<file path="src/rtl/piso_bit_serializer.sv">
// -----------------------------------------------------------------------------
// piso_bit_serializer
//
// Parallel-in/serial-out stage feeding the Moore "110" sequence detector.
// A WIDTH-bit word is taken through a valid/ready handshake and sent out one
// bit per clock on serial_out. An optional idle gap can follow each frame, and
// a wrapping count of completed frames is kept for debug.
//
// Handshake: a word is accepted on the rising edge where
// load_valid && load_ready. While load_ready is low the source must hold
// data_in/load_valid; nothing is captured. load_ready is decoded from
// registered state only, so it never depends on load_valid.
//
// Ports:
//   clk         rising-edge clock
//   reset       asynchronous reset, active-high
//   data_in     parallel word to serialize (WIDTH bits)
//   load_valid  data_in is valid
//   load_ready  serializer accepts a word this cycle
//   serial_out  serial bit stream (IDLE_BIT when no frame bit is valid)
//   bit_valid   serial_out carries a frame bit
//   busy        high whenever the FSM is not IDLE
//   frame_done  one-cycle pulse while the last bit of a frame is on serial_out
//   frames_sent completed-frame count, wraps modulo 2**CNT_W
// -----------------------------------------------------------------------------
module piso_bit_serializer #(
   parameter int   WIDTH      = 8,
   parameter int   MSB_FIRST  = 1,
   parameter int   GAP_CYCLES = 0,
   parameter logic IDLE_BIT   = 1'b0,
   parameter int   CNT_W      = 8
) (
   input  logic             clk,
   input  logic             reset,
   input  logic [WIDTH-1:0] data_in,
   input  logic             load_valid,
   output logic             load_ready,
   output logic             serial_out,
   output logic             bit_valid,
   output logic             busy,
   output logic             frame_done,
   output logic [CNT_W-1:0] frames_sent
);

   localparam int BW = $clog2(WIDTH);
   localparam int GW = (GAP_CYCLES > 1) ? $clog2(GAP_CYCLES) : 1;
   localparam logic [BW-1:0] LAST_IDX   = BW'(WIDTH - 1);
   localparam logic [BW-1:0] PENULT_IDX = BW'(WIDTH - 2);

   typedef enum logic [1:0] {
      IDLE  = 2'd0,
      SHIFT = 2'd1,
      GAP   = 2'd2
   } state_t;

   state_t           state;
   logic [WIDTH-1:0] shift_reg;
   logic [BW-1:0]    bit_cnt;
   logic [GW-1:0]    gap_cnt;

   logic             last_bit;
   logic             accept;
   logic             load_bit;
   logic [WIDTH-1:0] load_rest;
   logic             next_bit;
   logic [WIDTH-1:0] next_rest;

   assign last_bit   = (state == SHIFT) && (bit_cnt == LAST_IDX);
   assign load_ready = (state == IDLE) || (last_bit && (GAP_CYCLES == 0));
   assign accept     = load_valid && load_ready;
   assign busy       = (state != IDLE);

   // The shift register holds the bits still to be sent, with the next one
   // always at the transmit end, so the output mux is a single fixed tap.
   assign load_bit  = (MSB_FIRST != 0) ? data_in[WIDTH-1] : data_in[0];
   assign load_rest = (MSB_FIRST != 0) ? (data_in << 1) : (data_in >> 1);
   assign next_bit  = (MSB_FIRST != 0) ? shift_reg[WIDTH-1] : shift_reg[0];
   assign next_rest = (MSB_FIRST != 0) ? (shift_reg << 1) : (shift_reg >> 1);

   always_ff @(posedge clk or posedge reset) begin
      if (reset) begin
         state       <= IDLE;
         shift_reg   <= '0;
         bit_cnt     <= '0;
         gap_cnt     <= '0;
         serial_out  <= IDLE_BIT;
         bit_valid   <= 1'b0;
         frame_done  <= 1'b0;
         frames_sent <= '0;
      end else begin
         case (state)
            IDLE: begin
               if (accept) begin
                  state      <= SHIFT;
                  serial_out <= load_bit;
                  shift_reg  <= load_rest;
                  bit_cnt    <= '0;
                  bit_valid  <= 1'b1;
                  frame_done <= 1'b0;
               end
            end

            SHIFT: begin
               if (bit_cnt != LAST_IDX) begin
                  serial_out <= next_bit;
                  shift_reg  <= next_rest;
                  bit_cnt    <= bit_cnt + BW'(1);
                  // Registered so the pulse lines up with the last bit.
                  frame_done <= (bit_cnt == PENULT_IDX);
               end else begin
                  frames_sent <= frames_sent + CNT_W'(1);
                  frame_done  <= 1'b0;
                  if (GAP_CYCLES > 1) begin
                     // The IDLE cycle that follows GAP is itself one idle
                     // cycle, so GAP lasts GAP_CYCLES-1 cycles and the line
                     // stays quiet for exactly GAP_CYCLES cycles between
                     // back-to-back frames.
                     state      <= GAP;
                     gap_cnt    <= GW'(1);
                     serial_out <= IDLE_BIT;
                     bit_valid  <= 1'b0;
                  end else if (accept) begin
                     // Back-to-back: next frame's first bit, no bubble.
                     serial_out <= load_bit;
                     shift_reg  <= load_rest;
                     bit_cnt    <= '0;
                     bit_valid  <= 1'b1;
                  end else begin
                     // Also covers GAP_CYCLES==1: the IDLE cycle is the gap.
                     state      <= IDLE;
                     serial_out <= IDLE_BIT;
                     bit_valid  <= 1'b0;
                  end
               end
            end

            GAP: begin
               if (gap_cnt == GW'(GAP_CYCLES - 1)) begin
                  state <= IDLE;
               end else begin
                  gap_cnt <= gap_cnt + GW'(1);
               end
            end

            default: begin
               state      <= IDLE;
               serial_out <= IDLE_BIT;
               bit_valid  <= 1'b0;
               frame_done <= 1'b0;
            end
         endcase
      end
   end

endmodule
</file>
<file path="config.mk">
export PLATFORM = sky130hd
export DESIGN_NAME = piso_bit_serializer
export DESIGN_NICKNAME = d
export VERILOG_FILES = /design/src/rtl/piso_bit_serializer.sv
export SDC_FILE = /design/constraint.sdc
export NUM_CORES = 1
export LEC_CHECK = 0
export CAP_MARGIN = 5
export CORE_MARGIN = 2
export CORE_UTILIZATION = 40
export CTS_BUF_LIST = sky130_fd_sc_hd__clkbuf_8
export CTS_CLUSTER_SIZE = 12
export DETAILED_ROUTE_END_ITERATION = 8
export HOLD_SLACK_MARGIN = 0.1
export PLACE_DENSITY = 0.66
export SLEW_MARGIN = 40
export SYNTH_ARGS = -nofsm -noshare
export SYNTH_HDL_FRONTEND = slang
export SYNTH_SLANG_ARGS = --single-unit
</file>
<file path="constraint.sdc">
create_clock -name clk -period 3.53 [get_ports clk]
set_input_delay 0.706 -clock clk [delete_from_list [all_inputs] [get_ports clk]]
set_output_delay 0.706 -clock clk [all_outputs]
set_load 0.01 [all_outputs]
</file>
Word-level counts from Yosys, hierarchy flattened
Index checks and enable logic that the tools add are counted.
{"block": "classes", "add_sub_neg": 3, "n_mul": 0, "n_div": 0, "magnitude_cmp": 0, "eq_ne": 9, "shift": 0, "mux": 23, "n_bitwise": 2, "n_reduce_logical": 10}
{"op": "8-bit two-way mux", "count": 2}
{"op": "8-bit one-hot mux with 2 select lines", "count": 1}
{"op": "1-bit two-way mux", "count": 9}
{"op": "1-bit one-hot mux with 3 select lines", "count": 3}
{"op": "8-bit by 1-bit adder with 8-bit output (second input constant)", "count": 1}
{"op": "2-bit two-way mux", "count": 4}
{"op": "2-bit != test (second input constant)", "count": 4}
{"op": "3-bit == test (second input constant)", "count": 2}
{"op": "3-bit two-way mux", "count": 2}
{"op": "2-bit one-hot mux with 3 select lines", "count": 1}
{"op": "3-bit one-hot mux with 2 select lines", "count": 1}
{"op": "2-bit AND reduction", "count": 2}
{"op": "4-bit AND reduction", "count": 1}
{"op": "2-bit nonzero test", "count": 2}
{"op": "3-bit by 1-bit adder with 3-bit output (second input constant)", "count": 1}
{"op": "3-bit != test (second input constant)", "count": 1}
{"op": "3-bit AND reduction", "count": 1}
{"op": "2-bit by 1-bit == test with 1-bit output (second input constant)", "count": 1}
{"op": "2-bit == test (second input constant)", "count": 1}
{"op": "1-bit logical AND", "count": 2}
{"op": "2-bit zero test", "count": 1}
{"op": "1-bit inverter", "count": 2}
{"op": "1-bit adder (second input constant)", "count": 1}
{"op": "1-bit logical OR", "count": 1}
{"block": "word_totals", "ff_bits": 25, "latch_bits": 0, "ramBits": 0, "rom_bits": 0, "inputBits": 11, "output_inout_bits": 13, "wordCells": 55, "memories": 0}

Logic depth before layout (Yosys ltp)
{"block": "depth", "word_depth": 7, "ltp_mapped": 7, "ltp_nobuf": 6}

Least setup slack after synthesis
OpenSTA, ideal clock, no wires.
{"block": "synth_timing", "path_kind": "register to output", "start": "register bit_cnt[0]", "end": "output port load_ready", "arrival_ps": 1147, "t_required_ps": 2824, "slack_ps": 1677, "stages_incl_launch_ff": 6, "path_buffers": 1, "path_cell_list": "dfrtp_1 ha_1 ha_1 nor2b_1 buf_4 inv_4"}
{"block": "synth_via", "elab_chain_len": 3}
{"element": "from (decl)", "line": "58", "source": "logic [BW-1:0] bit_cnt;"}
{"element": "from (signal assigned)", "line": "107", "source": "bit_cnt <= bit_cnt + BW'(1);"}
{"element": "3-bit == test", "line": "68", "source": "assign last_bit = (state == SHIFT) && (bit_cnt == LAST_IDX);"}
{"element": "1-bit logical AND", "line": "68"}
{"element": "1-bit logical OR", "line": "69", "source": "assign load_ready = (state == IDLE) || (last_bit && (GAP_CYCLES == 0));"}
{"element": "to (decl)", "line": "37", "source": "output logic load_ready,"}
No other way between the ends.

Worst setup path in the final report
Ends and elaborated chain as after synthesis.

==> run metrics <==
PwrDens 693 nW/um2; xor-xnor portion of the synthesized cell area 5.85%; Starting Density 42.3%; element type at the critical path start register; GRT Util Overall 13.1%; Worst-Skew Late Latency 260 ps; total CTS buffers 3; adder-cell share of the synthesized area 4.77%; met1 Use GR 14.7%; post-synthesis sequential area ratio 54.9%; clock root buffer clkbuf_8; relative slew slack 52.6%; max-slew violation count 0; fin crit share 77.6%; CP Data Arrival Time 2030 ps; largest family of logic cells by synthesized area simple AND/OR/NAND/NOR gates; CTS Sinks 23; gpl congestion 0.654; CTS H-tree depth 1; Via-to-Cell Ratio 5.01; Worst Setup SP bit_cnt[0]; number of global-route vias before repair 739; peak supply drop 0.329 mV; DRT Wirelength 1.82 mm; CTS tree built; drt first pass iters 4; Layout Area Growth over Synthesis 27.6%; unrepaired setup endpoints after global routing false; wire per inst 12.6 um; share of cells above drive strength 1 6.96%; Final setup violation count 0; final hold vios 0; FF-to-FF Start bit_cnt[0]; Post-Synth Simple-Gate Area 12.6%; Hold Path End frames_sent[7]; Post-CTS Hold Fix Bufs 0; fin crit period 2740 ps; Via Count 727; CP Max Fanout 18; Worst Hold Path Cells 1; r2r endpoint bit_cnt[0]; Compound-Gate Fraction of Synth Area 6.56%; Syn Nets 106; ANT cells 0; Worst setup EP type output pin; Setup TNS 0 ps; YS warnings 0; Worst Tran Pin Value 709 ps; Site Rows 18; Netlist Area Pre-Place 1050 um2; Synth Register Bits 23; Worst Skew 1.53 ps; largest net degree at the start of global routing 24; Worst Min Path Start frames_sent[7]; final hold slack 472 ps; Die X 55.2 um; PortBufs 23; dpl hpwl 1.31 mm; Netlist cell types 23; critical path class reg2out; Achievable Freq 365 MHz; DR iter-0 viols 1; first-pass GRT wire length 3.19 mm; Layout Nets 131; Die ar. 3050 um2; grt met2 use 23.0%; clk buf depth 2; PostCTS Resize Cnt 0; Antenna Nets Post-Route 0; initial antenna violation count 0; core region area 2480 um2; drt drc 0; Leak 0.600 nW; chip height 55.2 um; mux share of post-synthesis cell area 10.6%; HP Class reg2reg; syn_area_per_cell 11.5 um2; max cap viols 0; Post-Synthesis Cells 91; clock slew at reported path FFs 80 ps; GRT met3 Usage 3.28%; I/O Pins 24; GRT Max-Usage Layer met2; outcome complete, no violations; grt ovf 0; Worst R2R Setup Slack 1950 ps; # Post-CTS Setup Buffers 0; Worst EP required 2820 ps; Reg2Reg Depth 7
==> report_power, final <==
part           leakage, nW  internal [mW]  switching, mW
Clock               0.0269         0.0775         0.0795
Sequential           0.298          0.352         0.0792
Combinational        0.275          0.184          0.155
==> placed cells by master (no fill, tap or decap), drive strengths merged <==
cell and count:
dfrtp 23, clkdlybuf4s50 23, nand2 11, mux2i 10, o21ai 9, xnor2 7, inv 5, ha 4
nor2 3, nand4 3, clkbuf 3, nand3b 2, nand3 2, and3 2, mux2 1, nor2b 1
nand2b 1, a21oi 1, a32o 1, and4 1, a32oi 1, buf 1
==> cells in the mapped netlist, drive strengths merged <==
master | instances | area, um2
nand2b | 1 | 8.76
dfrtp | 23 | 576
nor2b | 1 | 6.26
o21ai | 9 | 45.0
and3 | 2 | 12.5
a32o | 1 | 10.0
ha | 4 | 50.1
a21oi | 1 | 5.00
nor2 | 3 | 11.3
nand3b | 2 | 15.0
buf | 4 | 31.3
nand2 | 11 | 41.3
a32oi | 1 | 8.76
mux2i | 10 | 100
mux2 | 1 | 11.3
inv | 4 | 17.5
and4 | 1 | 8.76
xnor2 | 7 | 61.3
nand3 | 2 | 10.0
nand4 | 3 | 18.8
==> metrics by stage <==
step	instance area (um2)	instances	setup WS (ps)	power, mW	utilization (%)
final	1340	145	790	0.927	54.0
after CTS	1340	145	767	0.945	54.0
after global placement	1290	141	1090	0.769	52.2
after detailed placement	1290	141	1060	0.783	52.2
after floorplan	1050	91	1680	0.637	-
after global routing	1340	145	682	1.00	54.0
==> cell families (layout without fill, tap and decap cells) <==
kind of cell	after synthesis	in the layout
AND/OR/NAND/NOR	26	26
flip-flops	23	23
AO/OA/AOI/OAI	12	12
multiplexers	11	11
buffers and inverters	8	32
XOR/XNOR	7	7
adder cells (fa/ha/maj)	4	4
==> layer usage <==
metal | vias to the layer above | share of wire, %
li1 | 360 | -
met1 | 344 | 45
met2 | 19 | 48
met3 | 4 | 5.8
met4 | 0 | 1.4
met5 | - | 0
==> critical path: stages, from the launching register on <==
cell	delay [ps]
dfrtp_1	410
ha_1	210
ha_1	260
nor2b_1	130
buf_4	220
inv_4	70
clkdlybuf4s50_1	480
==> cell type report <==
| class | instances | area, um2 |
|---|---|---|
| clock inverter | 1 | 3.75 |
| inverter | 4 | 17.5 |
| multi-input combinational | 60 | 424 |
| sequential | 23 | 576 |
| tap | 30 | 37.5 |
| fill | 237 | 1140 |
| clock buffer | 3 | 41.3 |
| timing repair buffer | 24 | 238 |
==> worst max-delay path by stage <==
| stage | slack (ps) | end | depth (start not counted) |
|---|---|---|---|
| floorplan | 1680 | load_ready | 5 |
| global placement | 1090 | load_ready | 6 |
| detailed placement | 1060 | load_ready | 6 |
| CTS | 770 | load_ready | 6 |
| global route | 680 | load_ready | 6 |
| finish | 790 | load_ready | 6 |
Note: power is estimated with default switching activity, not from simulation.
==> variant, RTL diff (config.mk and constraints unchanged) <==
Change the parameter `WIDTH` from 8 to 4.
--- a/src/rtl/piso_bit_serializer.sv
+++ b/src/rtl/piso_bit_serializer.sv
@@ -24,7 +24,7 @@
 //   frames_sent completed-frame count, wraps modulo 2**CNT_W
 // -----------------------------------------------------------------------------
 module piso_bit_serializer #(
-   parameter int   WIDTH      = 8,
+   parameter int   WIDTH      = 4,
    parameter int   MSB_FIRST  = 1,
    parameter int   GAP_CYCLES = 0,
    parameter logic IDLE_BIT   = 1'b0,
Ports: changed (resized data_in); port bits go from 24 to 20. No check against the original RTL was run, so the function may have changed too.
==> variant against the original RTL <==
  * Power decreased by 16%
  * Wire length decreased by 28%
  * Synthesized area decreased by 24%
  * Core utilization increased by 0.70 points
  * Count of clock-buffer cells in the layout unchanged
  * Setup slack improved by 0.0062 ns
  * Critical path type unchanged
  * Die area decreased by 22%
  * Design area decreased by 21%
  * Sequential cell count decreased by 5
  * Largest power group unchanged
==> variant: results (changes against the original RTL) <==
first-pass GRT wire length 2200 um (was 3190 um); Lkg Pwr 0.468 nW (was 0.600 nW); Synth cell types 24 (was 23); CP max FO 9 (was 18); Yosys warning count 0 (unchanged); # Post-CTS Setup Buffers 0 (unchanged); Post-DP Area 0.00101 mm^2 (was 0.00129 mm^2); Syn Nets 80 (was 106); largest net degree at the start of global routing 19 (was 24); reg2reg end bit_cnt[1] (was bit_cnt[0]); Bufs on Longest Clock Path 2 (unchanged); Final GP Congestion 0.671 (was 0.654); status finished, final reports clean (unchanged); Worst-path clk slew 0.06 ns (was 0.08 ns); register area share after synthesis 0.564 (was 0.549); Async SR Flop Fraction 1.00 (unchanged); clk_lat worst skew between 0.2 and 0.3 ns; final non-filler cell total 117 (was 145); Yosys top cell area share 0.564 (was 0.549); vias in the first global route 499 (was 739); Synth area leaders dfrtp_1, mux2i_1, xnor2_1 (unchanged); worst min-delay path class reg2reg (unchanged); critical path's slowest cell clkdlybuf4s50_1 (unchanged); Port Buffer Count 19 (was 23); final instance area 0.00105 mm^2 (was 0.00134 mm^2); Nets 102 (was 131); post-cts resize count 0 (unchanged); placed insts 114 (was 141); Reg-to-Reg Start bit_cnt[1] (was bit_cnt[0]); Slowest Stage Delay on Critical Path 0.50 ns (was 0.48 ns); Slew headroom 0.552 (was 0.526); worst r2r path cells 5 (was 7); reg2reg setup slack 1.97 ns (was 1.95 ns); Vias 546 (was 727); Num CTS Buffers 3 (unchanged); hold path startpoint frames_sent[7] (unchanged); DR pass1 iterations 4 (unchanged); Post-synth top cells dfrtp_1, nand2_1, o21ai_1 (was dfrtp_1, nand2_1, mux2i_1); synthesized instance count 70 (was 91); Initial DRC Count 11 (was 1); Filler cells 184 (was 237); Total GRT Usage 0.123 (was 0.131); Worst Clk Skew 0.00281 ns (was 0.00153 ns); Crit path max-delay family buffers and inverters (unchanged); Worst Hold Slack 0.481 ns (was 0.472 ns); Largest register FFs 8; hpwl dp 1010 um (was 1310 um); Max IR drop VDD 0.468 mV (was 0.329 mV); DP Worst Slack 1.05 ns (was 1.06 ns); CTS HTree Levels 1 (unchanged); internal power consumption 0.521 mW (was 0.613 mW); hold path cells 1 (unchanged); ANT cells 0 (unchanged); Worst Hold Path EP frames_sent[7] (unchanged); share of cells above drive strength 1 0.0667 (was 0.0696); total wire length 1310 um (was 1820 um); crit path DAT 2.03 ns (about the same)
[variant: final cells by class]
type                            count  share of cell area
Sequential cell                    18               0.429
Multi-Input combinational cell     46               0.305
Timing Repair Buffer               19               0.181
Clock buffer                        3              0.0393
Tap cell                           27              0.0321
Inverter                            4              0.0143
[variant: layer usage]
metal  GRT usage  up-vias  routed length [um]
met5           0        -                   0
li1            -      274                   -
met1       0.161      256                 641
met3      0.0556        3                  67
met4      0.0429        0                   7
met2       0.180       13                 598
[variant: power by group through the flow]
| stage | Combinational, mW | Clock [mW] | Sequential [mW] |
|---|---|---|---|
| floorplan | 0.165 | 0 | 0.352 |
| global placement | 0.310 | 0 | 0.340 |
| detailed placement | 0.316 | 0 | 0.341 |
| CTS | 0.318 | 0.142 | 0.338 |
| global route | 0.345 | 0.154 | 0.346 |
| finish | 0.311 | 0.134 | 0.336 |
[variant: worst max-delay path by stage]
stage | start | slack (ns) | end | depth (start not counted)
after global placement | bit_cnt[1] | 1.10 | load_ready | 4
after global routing | bit_cnt[0] | 0.68 | load_ready | 4
after detailed placement | bit_cnt[1] | 1.05 | load_ready | 4
after CTS | bit_cnt[1] | 0.76 | load_ready | 4
final | bit_cnt[1] | 0.80 | load_ready | 4
after floorplan | bit_cnt[1] | 1.88 | load_ready | 4
[variant: kinds of logic after synthesis]
kind of cell | Yosys count | synth area share
AOI/OAI and AO/OA | 9 | 0.0658
xor gates and xnor gates | 7 | 0.0768
adders and majority gates | 3 | 0.0470
muxes | 6 | 0.0768
DFF | 18 | 0.564
and+or+nand+nor | 21 | 0.135
buffers and inverters | 6 | 0.0345
